### config.mk
export PLATFORM = sky130hd
export DESIGN_NAME = mips_bus_arbiter
export DESIGN_NICKNAME = d
export VERILOG_FILES = /design/src/rtl/mips_bus_pkg.sv /design/src/rtl/mips_bus_rr_pick.sv /design/src/rtl/mips_bus_arbiter.sv
export SDC_FILE = /design/constraint.sdc
export NUM_CORES = 1
export LEC_CHECK = 0
export BUFFER_PORTS_ARGS = -buffer_cell sky130_fd_sc_hd__clkbuf_2
export CAP_MARGIN = 10
export CORE_AREA = 2 2 120 122
export DETAILED_ROUTE_END_ITERATION = 7
export DIE_AREA = 0 0 122 124
export SLEW_MARGIN = 10
export SYNTH_ARGS = -nofsm -noshare
export SYNTH_HDL_FRONTEND = slang
export SYNTH_SLANG_ARGS = --single-unit
### constraint.sdc
create_clock -name clk -period 2.8 [get_ports clk]
set_input_delay 0.28 -clock clk [delete_from_list [all_inputs] [get_ports clk]]
set_output_delay 0.28 -clock clk [all_outputs]
set_load 0.02 [all_outputs]
### src/rtl/mips_bus_pkg.sv
// Shared types and constants for the mips_cpu_bus memory arbiter.
package mips_bus_pkg;

  localparam int BUS_AW  = 32;
  localparam int BUS_DW  = 32;
  localparam int BUS_BEW = 4;

  typedef enum logic {
    ARB_IDLE = 1'b0,
    ARB_BUSY = 1'b1
  } arb_state_t;

  typedef logic master_id_t;

  localparam master_id_t MID_FETCH = 1'b0;
  localparam master_id_t MID_DATA  = 1'b1;

endpackage

### src/rtl/mips_bus_rr_pick.sv
// Combinational two-requester round-robin picker. A lone requester wins;
// on a tie the requester that was not granted last wins.
module mips_bus_rr_pick
  import mips_bus_pkg::*;
(
  input  logic [1:0] req,
  input  master_id_t last_grant,
  output logic       grant_valid,
  output master_id_t grant_id
);

  // Winner selection from the request vector and the previous grant.
  always_comb begin
    grant_valid = |req;
    grant_id    = MID_FETCH;
    case (req)
      2'b01:   grant_id = MID_FETCH;
      2'b10:   grant_id = MID_DATA;
      2'b11:   grant_id = master_id_t'(~last_grant);
      default: grant_id = MID_FETCH;
    endcase
  end

endmodule

### src/rtl/mips_bus_arbiter.sv
// Shares the single mips_cpu_bus memory port between instruction fetch
// (master 0) and load/store (master 1), round-robin, and steers the
// fixed one-cycle-latency read data back to the master that issued it.
//
// Handshake: a master holds read or write (write wins if both) until a
// cycle in which its waitrequest is low; that cycle is the acceptance.
// The slave side accepts a command in any cycle with waitrequest low, and
// returns readdata exactly one cycle after a read is accepted.
module mips_bus_arbiter
  import mips_bus_pkg::*;
#(
  parameter int AW = BUS_AW,
  parameter int DW = BUS_DW
) (
  input  logic               clk,
  input  logic               reset,
  input  logic [AW-1:0]      m0_address,
  input  logic               m0_read,
  input  logic               m0_write,
  input  logic [DW-1:0]      m0_writedata,
  input  logic [BUS_BEW-1:0] m0_byteenable,
  output logic               m0_waitrequest,
  output logic [DW-1:0]      m0_readdata,
  output logic               m0_readdatavalid,
  input  logic [AW-1:0]      m1_address,
  input  logic               m1_read,
  input  logic               m1_write,
  input  logic [DW-1:0]      m1_writedata,
  input  logic [BUS_BEW-1:0] m1_byteenable,
  output logic               m1_waitrequest,
  output logic [DW-1:0]      m1_readdata,
  output logic               m1_readdatavalid,
  output logic [AW-1:0]      address,
  output logic               read,
  output logic               write,
  output logic [DW-1:0]      writedata,
  output logic [BUS_BEW-1:0] byteenable,
  input  logic               waitrequest,
  input  logic [DW-1:0]      readdata,
  output arb_state_t         dbg_state
);

  arb_state_t state;
  master_id_t owner;
  master_id_t last_grant;
  master_id_t rd_id;
  logic       rd_pend;

  logic [1:0] req;
  logic [1:0] rd_req;
  logic       busy;
  logic       owner_req;
  logic       owner_rd;
  logic       owner_wr;
  logic       accept;
  logic [1:0] pick_req;
  master_id_t pick_last;
  logic       grant_valid;
  master_id_t grant_id;

  assign req       = {m1_read | m1_write, m0_read | m0_write};
  assign rd_req    = {m1_read & ~m1_write, m0_read & ~m0_write};
  assign busy      = (state == ARB_BUSY);
  assign owner_req = req[owner];
  assign owner_rd  = rd_req[owner];
  assign owner_wr  = (owner == MID_DATA) ? m1_write : m0_write;
  assign accept    = busy & owner_req & ~waitrequest;

  // While busy, only the other master counts as pending: the owner's
  // request is the command being accepted right now.
  assign pick_req  = busy ? (req & ~(2'b01 << owner)) : req;
  assign pick_last = busy ? owner : last_grant;

  mips_bus_rr_pick u_pick (
    .req         (pick_req),
    .last_grant  (pick_last),
    .grant_valid (grant_valid),
    .grant_id    (grant_id)
  );

  // Slave-side mux and per-master waitrequest/readdatavalid steering.
  always_comb begin
    read             = busy & owner_rd;
    write            = busy & owner_wr;
    address          = '0;
    writedata        = '0;
    byteenable       = '0;
    if (busy) begin
      address    = (owner == MID_DATA) ? m1_address    : m0_address;
      writedata  = (owner == MID_DATA) ? m1_writedata  : m0_writedata;
      byteenable = (owner == MID_DATA) ? m1_byteenable : m0_byteenable;
    end
    m0_waitrequest   = ~(busy && owner == MID_FETCH) | waitrequest;
    m1_waitrequest   = ~(busy && owner == MID_DATA)  | waitrequest;
    m0_readdata      = readdata;
    m1_readdata      = readdata;
    m0_readdatavalid = rd_pend & (rd_id == MID_FETCH);
    m1_readdatavalid = rd_pend & (rd_id == MID_DATA);
    dbg_state        = state;
  end

  // Ownership FSM with back-to-back handover and read-return tagging.
  always_ff @(posedge clk or negedge reset) begin
    if (!reset) begin
      state      <= ARB_IDLE;
      owner      <= MID_FETCH;
      last_grant <= MID_DATA;
      rd_pend    <= 1'b0;
      rd_id      <= MID_FETCH;
    end else begin
      rd_pend <= 1'b0;
      case (state)
        ARB_IDLE: begin
          if (grant_valid) begin
            owner <= grant_id;
            state <= ARB_BUSY;
          end
        end
        ARB_BUSY: begin
          if (!owner_req) begin
            state <= ARB_IDLE;
          end else if (accept) begin
            last_grant <= owner;
            rd_pend    <= owner_rd;
            rd_id      <= owner;
            if (grant_valid) begin
              owner <= grant_id;
            end else begin
              state <= ARB_IDLE;
            end
          end
        end
        default: state <= ARB_IDLE;
      endcase
    end
  end

endmodule

==> summary.txt <==
Layout
  – Final Cell Area: around 2900 µm²
  – Fillers: 1584
  – Fin nets: around 570
  – Number of antenna cells inserted: 0
  – Area occupied by multi-input gates: between 1000 and 1500 µm²
  – Share of layout cells above drive strength 1: between 50% and 60%
  – Register area: roughly 130 µm²
  – Cell Count, Final, Fillers Out: 577
  – Layout area overhead: 42.65%
  – Layout Utilization: roughly a fifth

Floorplanning
  – Total core area: between 10000 and 15000 µm²
  – Num rows: 43
  – Die Y: 124 µm
  – Die X-Extent: around 120 µm
  – Total die area: between 15000 and 20000 µm²
  – IO Pins: ~310
  – Initial Utilization: 14.65%

Clocking
  – Reg clk slew, reported paths: around 0.030 ns
  – Setup Buffers After CTS: 0
  – Root Buffer: clkbuf_16
  – # H-tree levels: 1
  – Clock Latency Late Sink: 0.23 ns
  – Clock sinks: 5
  – Clock Path Buffers: 2
  – CTS tree: built
  – Num CTS Buffers: 3

Timing
  – Setup TNS: 0 ns
  – Final hold vios: 0
  – Final Setup Violations: 0
  – Final period util: around 80%
  – Tightest Pin Transition: roughly 0.66 ns
  – Slack of the critical path: approximately 0.56 ns
  – Pins Over Slew Limit: 0
  – Final hold slack: approximately 0.34 ns
  – RSZ-0062 raised after global routing: no
  – Clock Skews: between 0.0002 and 0.00025 ns
  – Fin crit period: 2.241 ns
  – Fmax: 0.4463 GHz
  – Max-slew headroom: a little under three fifths

Placed design
  – Placed insts: between 500 and 600
  – Dpl cell area: around 2800 µm²
  – Placer Congestion: 0.7320
  – Place WS: ~0.77 ns
  – Detailed Place HPWL: just under 6000 µm
  – IO Port Bufs: between 200 and 250

Global route
  – Largest net degree at the start of global routing: 42
  – First-pass GRT wire length: 9197 µm
  – Initial antenna violation count: 1
  – Grt ovf: 0
  – Gr usage total: a little under 8%
  – Vias in the first global route: 1861

Yosys
  – Post-synth top area cell: mux2i_1
  – Largest cells by area after synthesis: mux2i_1 (34%), buf_4 (24%), nor2b_1 (22%), dfrtp_1 (5.0%), buf_6 (2.2%)
  – Flops & latches, synth: 5
  – Area share of the largest cell type after synthesis: 34.37%
  – Sequential fraction of the synthesis area: 6.289%
  – Top post-synthesis cells by count: nor2b_1 (71), mux2i_1 (69), buf_4 (65)
  – Synth Flop Type: dfrtp_1
  – Unique masters post-synth: 24
  – Synthesized area: ~2000 µm²
  – Average size of a mapped cell: between 8 and 9 µm²
  – Async set-reset flop share out of synthesis: between 90% and 100%
  – Synth warn: 0
  – Mapped Nets: around 430
  – Syn Inst Count: around 250
  – Count leader, synth: nor2b_1
  – Post-synth EDFFs: 0

Route
  – Post-detailed-route count of antenna-violating nets: 0
  – Vias per std cell: around 3.7
  – Drt total wl: between 6000 and 7000 µm
  – DRC violations left: 0
  – Via count: 2159
  – Wirelength per Cell: between 10 and 15 µm
  – Iteration-0 DRC Markers: 11
  – DR pass1 iterations: 4

Power and ir drop
  – Maximum vdd drop: 0.2101 mV
  – Total power: between 1.5 and 2 mW
  – P_leak: roughly 1.6 nW
  – PwrDens: around 650 nW/µm²

Worst hold path
  – Hold Path Stages: 2
  – Min-delay src: waitrequest
  – Worst hold-check path type: in -> reg
  – Endpoint, Worst Hold: dbg_state

Run
  – Max-cap violations: 0

Critical path
  – Critical path arrival: 1.96 ns
  – R2R Path End: dbg_state
  – Critical path startpoint category: flop
  – R2R cell count: 3
  – Worst Setup SP: owner
  – Critical Path RT: about 2.5 ns
  – Crit. End Element: output port
  – CP Class: reg -> out
  – CP max FO: 41
  – RR Startpoint: owner
  – R2R setup slack: between 0.9 and 1 ns

Outcome
  – Status: finished, final reports clean
==> critical path, cell delays in order, from the launching register on <==
cell and delay [ns]:
dfrtp_4 0.85, buf_4 0.41, mux2i_1 0.25, nor2b_1 0.06, clkbuf_2 0.15
==> where the power goes <==
group          switching (mW)  internal, mW
logic                   0.753         0.631
registers               0.137         0.104
clock network          0.0457         0.189
==> worst max-delay path by stage <==
stage / cells after the start / slack (ns) / end
CTS: 4 / 0.52 / writedata[1]
finish: 4 / 0.56 / writedata[1]
global placement: 4 / 0.79 / read
global route: 4 / 0.44 / writedata[1]
detailed placement: 4 / 0.77 / writedata[1]
floorplan: 3 / 1.26 / address[10]
==> cell usage in the layout (no fill, tap or decap), types with 2 or more instances in the layout <==
cell and instances:
nor2b_1 71, clkbuf_2 217, nand2b_1 2, clkbuf_16 3, o21ai_0 2, buf_4 5, o21bai_1 2, mux2i_1 69
dfrtp_1 2, a22o_1 2, nor2_1 3, a21oi_1 3, nand2_1 2
==> layout make-up <==
type,instances,share of cell area [%]
multi-input cells,165,45.26
repair buffers,223,39.55
well taps,180,7.857
flip-flops and latches,5,4.583
clock buffers,4,2.750
==> layer usage <==
metal  routed length, µm  up-vias  GRT usage [%]
met1                2316      930          7.811
met4                 284        2          4.885
met2                3437      131          14.84
li1                    -     1064              -
met3                 737       32          1.648
met5                  13        -              0
==> state kept, by name, summed over array words and instances (netlist names) <==
name / count
rd_id: 1
dbg_state: 1
last_grant: 1
owner: 1
rd_pend: 1
==> cells by family after synthesis <==
kind of cell	share of synthesized area, %
DFF	6.289
buffers and inverters	29.14
muxes	34.37
and+or+nand+nor	25.72
AOI/OAI and AO/OA	4.483
==> timing repair <==
action                    CTS  global route
resized for setup           0             0
hold buffers                1             0
hold endpoints to repair    4             0
Note: power is estimated with default switching activity, not from simulation.
